## src/rtl/uart_tx_fifo.sv

```systemverilog
// uart_tx_fifo -- UART transmitter with an integrated transmit FIFO and bit-rate divider.
//
// Words arrive over a valid/ready handshake and are buffered in a FIFO_DEPTH-entry FIFO.
// Each word is sent as a frame:
//   start bit (0), DATA_BITS data bits (LSB first), optional parity bit, one or two stop bits (1).
// Each bit lasts baud_div+1 clock cycles. baud_div, stop2 and parity_odd are captured at the
// start of each frame, so changing them mid-frame does not affect the frame on the line.
//
// Optional feature: define UART_TX_PARITY_EN to insert a parity bit after the data bits.
//
// Ports:
//   clk         system clock
//   rst_n       asynchronous active-low reset
//   baud_div    clock cycles per bit minus 1
//   stop2       1 = two stop bits, 0 = one stop bit
//   parity_odd  1 = odd parity, 0 = even parity (used only with UART_TX_PARITY_EN)
//   s_data      word to transmit
//   s_valid     s_data is valid
//   s_ready     FIFO can accept a word (!full)
//   TXD         serial line, idle high
//   busy        a frame is on the line
//   fifo_count  current FIFO occupancy
module uart_tx_fifo #(
  parameter int DATA_BITS  = 8,
  parameter int FIFO_DEPTH = 8,
  parameter int DIV_W      = 16
) (
  input  logic                          clk,
  input  logic                          rst_n,
  input  logic [DIV_W-1:0]              baud_div,
  input  logic                          stop2,
  input  logic                          parity_odd,
  input  logic [DATA_BITS-1:0]          s_data,
  input  logic                          s_valid,
  output logic                          s_ready,
  output logic                          TXD,
  output logic                          busy,
  output logic [$clog2(FIFO_DEPTH):0]   fifo_count
);

  localparam int AW = $clog2(FIFO_DEPTH);
  localparam int CW = AW + 1;
  localparam int BW = $clog2(DATA_BITS);

  typedef enum logic [2:0] {
    S_IDLE,
    S_START,
    S_DATA,
`ifdef UART_TX_PARITY_EN
    S_PARITY,
`endif
    S_STOP
  } state_t;

  // FIFO storage and pointers
  logic [DATA_BITS-1:0] mem_q [FIFO_DEPTH];
  logic [AW-1:0]        wr_ptr_q, wr_ptr_d;
  logic [AW-1:0]        rd_ptr_q, rd_ptr_d;
  logic [CW-1:0]        count_q, count_d;
  logic                 push, pop, empty;
  logic [DATA_BITS-1:0] head;

  // Serialiser state
  state_t               state_q, state_d;
  logic [DIV_W-1:0]     cnt_q, cnt_d;
  logic [DIV_W-1:0]     div_q, div_d;
  logic                 stop2_q, stop2_d;
  logic                 stop_q, stop_d;
  logic [BW-1:0]        bit_q, bit_d;
  logic [DATA_BITS-1:0] shreg_q, shreg_d;
  logic                 txd_q, txd_d;
  logic                 bit_end;
`ifdef UART_TX_PARITY_EN
  logic                 par_q, par_d;
`else
  logic                 unused_parity_odd;
  assign unused_parity_odd = parity_odd;
`endif

  assign s_ready    = (count_q != CW'(FIFO_DEPTH));
  assign empty      = (count_q == '0);
  assign push       = s_valid && s_ready;
  assign head       = mem_q[rd_ptr_q];
  assign TXD        = txd_q;
  assign busy       = (state_q != S_IDLE);
  assign fifo_count = count_q;
  assign bit_end    = (cnt_q == '0);

  // FIFO bookkeeping; pointers wrap naturally because FIFO_DEPTH is a power of two.
  always_comb begin
    wr_ptr_d = wr_ptr_q;
    rd_ptr_d = rd_ptr_q;
    count_d  = count_q;
    if (push) wr_ptr_d = wr_ptr_q + AW'(1);
    if (pop)  rd_ptr_d = rd_ptr_q + AW'(1);
    case ({push, pop})
      2'b10:   count_d = count_q + CW'(1);
      2'b01:   count_d = count_q - CW'(1);
      default: count_d = count_q;
    endcase
  end

  always_ff @(posedge clk) begin
    if (push) mem_q[wr_ptr_q] <= s_data;
  end

  // Next-state logic. A frame starts (and pops the FIFO) either from IDLE or at the end of
  // the last stop bit, which gives back-to-back frames without an idle gap.
  always_comb begin
    state_d = state_q;
    cnt_d   = cnt_q;
    div_d   = div_q;
    stop2_d = stop2_q;
    stop_d  = stop_q;
    bit_d   = bit_q;
    shreg_d = shreg_q;
    pop     = 1'b0;
`ifdef UART_TX_PARITY_EN
    par_d   = par_q;
`endif

    case (state_q)
      S_IDLE: begin
        if (!empty) pop = 1'b1;
      end
      S_START: begin
        if (bit_end) begin
          state_d = S_DATA;
          cnt_d   = div_q;
          bit_d   = '0;
        end else begin
          cnt_d = cnt_q - DIV_W'(1);
        end
      end
      S_DATA: begin
        if (bit_end) begin
          cnt_d   = div_q;
          shreg_d = shreg_q >> 1;
          if (bit_q == BW'(DATA_BITS - 1)) begin
`ifdef UART_TX_PARITY_EN
            state_d = S_PARITY;
`else
            state_d = S_STOP;
`endif
            stop_d  = 1'b0;
          end else begin
            bit_d = bit_q + BW'(1);
          end
        end else begin
          cnt_d = cnt_q - DIV_W'(1);
        end
      end
`ifdef UART_TX_PARITY_EN
      S_PARITY: begin
        if (bit_end) begin
          state_d = S_STOP;
          cnt_d   = div_q;
          stop_d  = 1'b0;
        end else begin
          cnt_d = cnt_q - DIV_W'(1);
        end
      end
`endif
      S_STOP: begin
        if (bit_end) begin
          if (stop2_q && !stop_q) begin
            stop_d = 1'b1;
            cnt_d  = div_q;
          end else if (!empty) begin
            pop = 1'b1;
          end else begin
            state_d = S_IDLE;
          end
        end else begin
          cnt_d = cnt_q - DIV_W'(1);
        end
      end
      default: state_d = S_IDLE;
    endcase

    // Frame start: capture the head word and the per-frame line settings.
    if (pop) begin
      state_d = S_START;
      cnt_d   = baud_div;
      div_d   = baud_div;
      stop2_d = stop2;
      stop_d  = 1'b0;
      shreg_d = head;
`ifdef UART_TX_PARITY_EN
      par_d   = (^head) ^ parity_odd;
`endif
    end

    // TXD is registered from the next state so the pad sees a clean flop output.
    case (state_d)
      S_START:  txd_d = 1'b0;
      S_DATA:   txd_d = shreg_d[0];
`ifdef UART_TX_PARITY_EN
      S_PARITY: txd_d = par_d;
`endif
      default:  txd_d = 1'b1;
    endcase
  end

  always_ff @(posedge clk or negedge rst_n) begin
    if (!rst_n) begin
      wr_ptr_q <= '0;
      rd_ptr_q <= '0;
      count_q  <= '0;
      state_q  <= S_IDLE;
      cnt_q    <= '0;
      div_q    <= '0;
      stop2_q  <= 1'b0;
      stop_q   <= 1'b0;
      bit_q    <= '0;
      shreg_q  <= '0;
      txd_q    <= 1'b1;
`ifdef UART_TX_PARITY_EN
      par_q    <= 1'b0;
`endif
    end else begin
      wr_ptr_q <= wr_ptr_d;
      rd_ptr_q <= rd_ptr_d;
      count_q  <= count_d;
      state_q  <= state_d;
      cnt_q    <= cnt_d;
      div_q    <= div_d;
      stop2_q  <= stop2_d;
      stop_q   <= stop_d;
      bit_q    <= bit_d;
      shreg_q  <= shreg_d;
      txd_q    <= txd_d;
`ifdef UART_TX_PARITY_EN
      par_q    <= par_d;
`endif
    end
  end

endmodule

```

## config.mk

```make
export PLATFORM = sky130hd
export DESIGN_NAME = uart_tx_fifo
export DESIGN_NICKNAME = d
export VERILOG_FILES = /design/src/rtl/uart_tx_fifo.sv
export SDC_FILE = /design/constraint.sdc
export NUM_CORES = 1
export LEC_CHECK = 0
export CORE_MARGIN = 3
export CORE_UTILIZATION = 45
export CTS_CLUSTER_DIAMETER = 80
export CTS_CLUSTER_SIZE = 28
export DETAILED_ROUTE_END_ITERATION = 8
export SLEW_MARGIN = 10
export SYNTH_ARGS = -nofsm -noshare
export SYNTH_HDL_FRONTEND = slang
export SYNTH_SLANG_ARGS = --single-unit
```

## constraint.sdc

```tcl
create_clock -name clk -period 3.6 [get_ports clk]
set_clock_uncertainty 0.05 [all_clocks]
set_input_delay 0.54 -clock clk [delete_from_list [all_inputs] [get_ports clk]]
set_output_delay 0.54 -clock clk [all_outputs]
set_load 0.02 [all_outputs]
```

# ---- Word level (Yosys, flattened, before mapping)
# Memories as Yosys holds them, arrays and structs flattened.
# Cells that the tools add are included.
dict set report classes {
  muxes 34
  reduce_logical 18
  n_addsub 6
  eq_ne 17
}
# cell count
set op_table {}
lappend op_table {{two-way mux 16 bit} 4}
lappend op_table {{case mux 16 bit (2 select lines)} 1}
lappend op_table {{two-way mux 3 bit} 10}
lappend op_table {{two-way mux 8 bit} 3}
lappend op_table {{zero test 16 bit} 1}
lappend op_table {{subtractor 16 x 1 -> 16 bit (second input constant)} 1}
lappend op_table {{inequality test 3 bit (second input constant)} 4}
lappend op_table {{case mux 3 bit (4 select lines)} 1}
lappend op_table {{two-way mux 1 bit} 10}
lappend op_table {{adder 3 x 1 -> 3 bit (second input constant)} 3}
lappend op_table {{equality test 3 x 2 -> 1 bit (second input constant)} 3}
lappend op_table {{nonzero test 3 bit} 3}
lappend op_table {{inequality test 4 bit (second input constant)} 2}
lappend op_table {{case mux 4 bit (2 select lines)} 1}
lappend op_table {{nonzero test 2 bit} 4}
lappend op_table {{equality test 3 x 1 -> 1 bit (second input constant)} 2}
lappend op_table {{inequality test 2 bit (second input constant)} 3}
lappend op_table {{case mux 1 bit (2 select lines)} 3}
lappend op_table {{case mux 3 bit (2 select lines)} 1}
lappend op_table {{AND reduction 5 bit} 1}
lappend op_table {{adder 4 x 1 -> 4 bit (second input constant)} 1}
lappend op_table {{zero test 4 bit} 1}
lappend op_table {{AND reduction 2 bit} 2}
lappend op_table {{AND reduction 4 bit} 1}
lappend op_table {{8 further kinds} 9}
dict set report word_totals {
  mem_count 1
  output_inout_bits 7
  regBits 59
  ramBits 64
}
# name words width read_ports rd_ports_with_merged_regs wr line
set mem_list {}
lappend mem_list {mem_q 8 8 1 0 1 56} ;# logic [DATA_BITS-1:0] mem_q [FIFO_DEPTH];

# ---- Logic depth before layout (Yosys ltp)
# Gate-level depths: netlist (run 1).
dict set report logic_depth {
  depth_word 8
  depth_mapped 15
  depth_no_buf 13
}

# ---- Least setup slack after synthesis (run 1)
# Ideal clock, no wire load.
dict set report synth_path {
  path_kind {register to register}
  from {register cnt_q[0]}
  to {register count_q[2] (netlist: fifo_count[2])}
  path_slack_ps 533
  t_arrival_ps 2881
  required_time_ps 3414
  path_buffers 2
  stages_incl_launch_ff 16
  cell_sequence {dfrtp_1 > inv_1 > ha_1 > nor4b_4 > nand4_2 > o22a_1 > inv_2 > buf_4 > buf_2 > ha_1 > xor2_1 > ha_1 > a21oi_1 > xor2_1 > nor2_1 > xor2_1}
}
dict set report synth_between {
  elab_chain_len 5
}
# item line
set synth_rtl {}
lappend synth_rtl {{start, declared} 65} ;# logic [DIV_W-1:0] cnt_q, cnt_d;
lappend synth_rtl {{start signal, assigned} 226} ;# cnt_q <= cnt_d;
lappend synth_rtl {{zero test 16 bit *} 87} ;# assign bit_end = (cnt_q == '0);
lappend synth_rtl {{two-way mux 1 bit *} 165} ;# if (bit_end) begin
lappend synth_rtl {{case mux 1 bit (2 select lines) *} 122} ;# case (state_q)
lappend synth_rtl {{named net pop} 60} ;# logic push, pop, empty;
lappend synth_rtl {{equality test 2 x 1 -> 1 bit or equality test 2 bit (tied branches)} 96} ;# case ({push, pop})
lappend synth_rtl {{case mux 4 bit (2 select lines) or nonzero test 2 bit (tied branches)} n/a}
lappend synth_rtl {{end signal, assigned} 224} ;# count_q <= count_d;
lappend synth_rtl {{end, declared} 59} ;# logic [CW-1:0] count_q, count_d;
# The timed path passes the listed nets; every way through them passes the cells marked *.
# A chain may end at the register's enable or synchronous reset.

# ---- Final worst setup path (run 1)
dict set report layout_path {
  from {register cnt_q[0]}
  to {register count_q[2] (netlist: fifo_count[2])}
}
dict set report layout_between {
  elab_chain_len 5
}
# item line
set layout_rtl {}
lappend layout_rtl {{zero test 16 bit *} 87}
lappend layout_rtl {{two-way mux 1 bit *} 165}
lappend layout_rtl {{case mux 1 bit (2 select lines) *} 122}
lappend layout_rtl {{equality test 2 x 1 -> 1 bit or equality test 2 bit (tied branches)} 96}
lappend layout_rtl {{case mux 4 bit (2 select lines) or nonzero test 2 bit (tied branches)} n/a}
# Mark *: on every way between the ends. The rest lies on a longest branch, timed or not.

==> impl_metrics.tcl, run 1 <==
set metrics [dict create \
    outcome "complete, no violations" \
    slew_headroom 0.370 \
    wl_met3_um 395 \
    viasPerCell 5.34 \
    stdcell_area_um2 6650 \
    synthTopCellsByCount "nand2_1 (80), edfxtp_1 (64), dfrtp_1 (58)" \
    arrival_ns 3.22 \
    avgSynthCellArea_um2 12.6 \
    io_buffer_count 34 \
    crit_type "reg2reg" \
    wl_um 11000 \
    slew_violations 0 \
    power.density_nw_per_um2 798 \
    antenna_found_initial 0 \
    min_period_over_period 0.816 \
    synth-warning-count 0 \
    place_hpwl_um 7130 \
    syn_area_um2 5590 \
    seq_area_frac_synth 0.609 \
    async_flop_share 0.480 \
    drc 0 \
    clk_pin_slew_ns 0.06 \
    post_cts_buffers 0 \
    cts.repair.resized 0 \
    yosysUniqueCellTypes 58 \
    synth.net_count 482 \
    cts_made_buffers 17 \
    core-area_um2 12100 \
    fmax_mhz 340 \
    synth_cells 445 \
    synth_most_common_cell "nand2_1" \
    drive_gt1_frac 0.146 \
    regArea_um2 3400 \
    instances_no_fill 668 \
    die_w_um 117 \
    fin_crit_ns 2.94 \
    num-nets-final 524 \
    grt_max_degree 41 \
    num_antenna_cells 0 \
    die_y_um 117 \
    vias 3566 \
    finalHoldViolCount 0 \
    synth_edf_count 64 \
    dpl.cell_count 636 \
    cp_max_fo 40 \
    htreeDepth 4 \
    highest_layer "met4" \
    clock_sinks 123 \
    grtUsageTotal 0.174 \
    hold_path_class "in2async" \
    leakage_nw 2.52 \
    fin_setup_tns_ns 0 \
    worst_ep_required_time_ns 3.88 \
    dieArea_um2 13800 \
    end_kind "register" \
    yosys.area.top_type "edfxtp_1" \
    wl_met2_um 5550 \
    routabilityCongestion 0.751 \
    met1_length_um 4980 \
    first_pass_iters 4 \
    cts_hold_buf 0 \
    ff2ff_setup_slack_ns 0.66 \
    drt_iter0_markers 273 \
    synth_seq_cells 123 \
    setup_viol 0 \
    pre_cts_ws_ns 0.660 \
    synthDominantCellAreaShare 0.344 \
    maxCapViolCount 0 \
    grt_overflow_total 0 \
    clk_latency_ns 0.41 \
    grt_pass1_wl_um 18800 \
    fill_cells 1007 \
    grt_pass1_vias 3647 \
    ant_nets 0 \
    root_buffer "clkbuf_16" \
    wl_per_cell_um 16.5 \
    worstMarginPinSlew_ns 0.941 \
    area_growth_pct 19.1 \
    initial_core_util 0.463 \
    rows 40 \
    placed_cell_area_um2 6110 \
    ir_drop_mv 0.383 \
    synthTopCellsByArea "edfxtp_1 (34%), dfrtp_1 (26%), mux4_2 (6.5%), nand2_1 (5.4%), nor2_1 (2.1%)" \
    ys.flop_type "edfxtp_1" \
    cts_buffer_depth 2 \
    multiInputGateArea_um2 2050 \
    setup_slack_ns 0.662 \
    rsz0062_at_grt "no" \
    cts_tree "yes" \
    startpoint_type "register" \
    design.portCount 36 \
    utilization 0.551 \
]
==> registers in the layout, summed over array words and instances, names as in the netlist <==
signal	flops
bit_q	3
shreg_q	8
TXD	1
state_q	3
cnt_q	16
stop_q	1
rd_ptr_q	3
div_q	16
fifo_count	4
mem_q	64
wr_ptr_q	3
stop2_q	1
==> critical path: stages (launching register included) <==
cell     delay (ns)
dfrtp_1        0.45
inv_1          0.11
ha_1           0.20
nor4b_4        0.37
nand4_2        0.18
o22a_1         0.26
inv_2          0.07
buf_4          0.37
ha_1           0.28
a21oi_1        0.09
xor2_1         0.16
nor2_1         0.11
xor2_1         0.16
==> placed cells by master (no fill, tap or decap), types with 12 or more instances in the layout <==
master | netlist | routed
clkbuf_16 | 0 | 17
clkdlybuf4s50_1 | 0 | 33
nand2_1 | 80 | 80
edfxtp_1 | 64 | 64
o21ai_0 | 23 | 23
buf_4 | 1 | 12
a21oi_1 | 16 | 16
nor2_1 | 31 | 31
dfrtp_1 | 58 | 58
mux4_2 | 16 | 16
==> per-stage QoR <==
step                hold WS (ns)  power, W
floorplan                  0.194   0.00336
global placement           0.402   0.00377
detailed placement         0.408   0.00382
CTS                       0.0198   0.00538
global route              0.0459   0.00567
finish                    0.0266   0.00531
==> path summary, 6_finish.rpt <==
check	from	to	cells after the start
min in group clk	div_q[12]	div_q[12]	2
hold / removal	rst_n	bit_q[2]	1
setup reg to reg	cnt_q[0]	fifo_count[2]	12
setup / recovery	cnt_q[0]	fifo_count[2]	12
hold reg to reg	div_q[12]	div_q[12]	2
max in group asynchronous	rst_n	cnt_q[10]	2
==> where the power goes <==
part | internal (W) | switching [W]
Clock | 0.000943 | 0.000596
Combinational | 0.000729 | 0.000733
Sequential | 0.00189 | 0.000413
Total | 0.00357 | 0.00174
==> metal layers <==
layer | GRT usage | vias up
met3 | 0.0593 | 15
met1 | 0.215 | 1754
met5 | 0 | -
li1 | - | 1740
met4 | 0.0543 | 0
met2 | 0.289 | 57
==> final cells by class <==
class	count	area share
Inverter	6	0.00339
Sequential cell	123	0.511
Clock buffer	21	0.0662
Clock inverter	11	0.0149
Timing Repair Buffer	46	0.0640
Multi-Input combinational cell	293	0.309
Tap cell	168	0.0316
==> logic make-up after synthesis <==
kind of cell               Yosys count  synth area share
muxes                               27            0.0847
xor gates and xnor gates            16            0.0251
other                                1          0.000671
adders and majority gates            8            0.0179
and+or+nand+nor                    165             0.146
AOI/OAI and AO/OA                   76            0.0932
buffers and inverters               29            0.0237
DFF                                123             0.609
Note: power is estimated with default switching activity, not from simulation.
==> run 2: changes to the inputs <==
==> constraint.sdc (replaced) <==
create_clock -name clk -period 3 [get_ports clk]
set_clock_uncertainty 0.05 [all_clocks]
set_input_delay 0.45 -clock clk [delete_from_list [all_inputs] [get_ports clk]]
set_output_delay 0.45 -clock clk [all_outputs]
set_load 0.02 [all_outputs]
==> impl_metrics.tcl, run 2 (synthesized netlist as in run 1, its figures left out) <==
set metrics [dict create \
    rows 40 \
    finalHoldViolCount 0 \
    min_period_over_period 0.900 \
    cts_hold_buf 0 \
    num-nets-final 535 \
    pre_cts_ws_ns 0.275 \
    area_growth_pct 21.0 \
    viasPerCell 5.36 \
    setup_slack_ns 0.299 \
    fin_setup_tns_ns 0 \
    worstMarginPinSlew_ns 0.762 \
    antenna_found_initial 0 \
    root_buffer "clkbuf_16" \
    largest_reg_flops 64 \
    dpl.cell_count 647 \
    io_buffer_count 34 \
    clk_pin_slew_ns 0.05 \
    maxCapViolCount 0 \
    cts_made_buffers 17 \
    routabilityCongestion 0.787 \
    final_cell_mix "nand2_1 (80), edfxtp_1 (64), dfrtp_1 (58)" \
    top_register "mem_q" \
    clock_sinks 123 \
    initial_core_util 0.463 \
    grt_overflow_total 0 \
    outcome "complete, no violations" \
    htreeDepth 4 \
    setup_viol 0 \
    drc 0 \
    cp_max_fo 7 \
    startpoint_type "register" \
    slew_violations 0 \
    dieArea_um2 13800 \
    instances_no_fill 677 \
    end_kind "register" \
    vias 3628 \
    fin_crit_ns 2.70 \
    place_hpwl_um 7380 \
    final_common_cell "nand2_1" \
    cts_tree "yes" \
    grtUsageTotal 0.178 \
    arrival_ns 2.95 \
    wl_per_cell_um 16.8 \
    leakage_nw 2.61 \
    clk_latency_ns 0.42 \
    core-area_um2 12100 \
    drive_gt1_frac 0.169 \
    grt_pass1_wl_um 19200 \
    grt_max_degree 60 \
    crit_type "reg2reg" \
    rsz0062_at_grt "no" \
    drt_iter0_markers 228 \
    ir_drop_mv 0.493 \
    fill_cells 1025 \
    post_cts_buffers 0 \
    die_y_um 117 \
    design.portCount 36 \
    cts.repair.resized 0 \
    worst_ep_required_time_ns 3.24 \
    top_regs "mem_q (64), cnt_q (16), div_q (16)" \
    ant_nets 0 \
    die_w_um 117 \
    power.density_nw_per_um2 965 \
    ff2ff_path_depth 13 \
    fmax_mhz 370 \
    hold_path_class "in2async" \
    grt_pass1_vias 3650 \
    power.total_w 0.00652 \
    cts_buffer_depth 2 \
    slew_headroom 0.492 \
    first_pass_iters 5 \
    wl_um 11400 \
    num_antenna_cells 0 \
]
==> run 2: cell types whose count changed in the layout (fill, tap and decap cells not counted) <==
| cell | previous run | this run |
|---|---|---|
| nand4_4 | 0 | 1 |
| clkinv_2 | 3 | 6 |
| clkinvlp_4 | 6 | 1 |
| clkinv_1 | 0 | 1 |
| nand4_2 | 1 | 0 |
| bufinv_16 | 1 | 2 |
| ha_1 | 8 | 7 |
| buf_4 | 12 | 23 |
| ha_2 | 0 | 1 |
| inv_6 | 0 | 2 |
| clkbuf_1 | 4 | 0 |
==> run 2: per-stage QoR <==
stage	cell area, um^2	hold WS [ns]	util
floorplan	5600	0.104	-
global placement	6200	0.404	0.514
detailed placement	6200	0.407	0.514
CTS	6760	0.159	0.560
global route	6760	0.199	0.560
finish	6760	0.134	0.560
==> run 2: critical path, stage by stage (launching register included) <==
cell	delay (ns)
dfrtp_1	0.45
inv_1	0.11
ha_1	0.19
nor4b_4	0.28
nand4_4	0.12
o22a_1	0.20
inv_2	0.12
ha_2	0.25
xor2_1	0.08
ha_1	0.19
a21oi_1	0.17
xor2_1	0.18
nor2_1	0.06
xor2_1	0.14
==> run 2: path summary, 6_finish.rpt <==
| path | from | slack [ns] | endpoint |
|---|---|---|---|
| setup / recovery | cnt_q[0] | 0.30 | fifo_count[2] |
| setup reg to reg | cnt_q[0] | 0.30 | fifo_count[2] |
| min in group clk | div_q[15] | 0.42 | div_q[15] |
| hold reg to reg | div_q[15] | 0.42 | div_q[15] |
| max in group asynchronous | rst_n | 2.25 | shreg_q[7] |
| hold / removal | rst_n | 0.13 | div_q[2] |
==> run 2: metal layers <==
layer  global-route usage  routed length [um]  vias to the layer above
met2                0.292                5620                       58
met4               0.0696                 182                        0
li1                     -                   -                     1757
met1                0.223                5150                     1798
met3               0.0554                 436                       15
met5                    0                   0                        -
==> run 2: power by group <==
part	switching (W)	internal, W	total (W)
sequential	0.000496	0.00227	0.00277
combinational	0.000917	0.000920	0.00184
clock	0.000716	0.00120	0.00192
==> run 2: final cells by class <==
cell class              count  area, um^2  area share
flip-flops and latches    123        3400       0.503
multi-input cells         293        2060       0.305
repair buffers             57         508      0.0752
clock buffers              17         425      0.0630
well taps                 168         210      0.0311
clock inverters            13         128      0.0189
inverters                   6        22.5     0.00333
==> run 3: changes to the inputs <==
--- a/config.mk
+++ b/config.mk
@@ -5,12 +5,12 @@
 export SDC_FILE = /design/constraint.sdc
 export NUM_CORES = 1
 export LEC_CHECK = 0
+export CAP_MARGIN = 20
 export CORE_MARGIN = 3
 export CORE_UTILIZATION = 45
 export CTS_CLUSTER_DIAMETER = 80
 export CTS_CLUSTER_SIZE = 28
 export DETAILED_ROUTE_END_ITERATION = 8
-export SLEW_MARGIN = 10
 export SYNTH_ARGS = -nofsm -noshare
 export SYNTH_HDL_FRONTEND = slang
 export SYNTH_SLANG_ARGS = --single-unit
==> results of run 3 <==
Same layout as run 2: the final DEF is identical, and so are final timing and power.
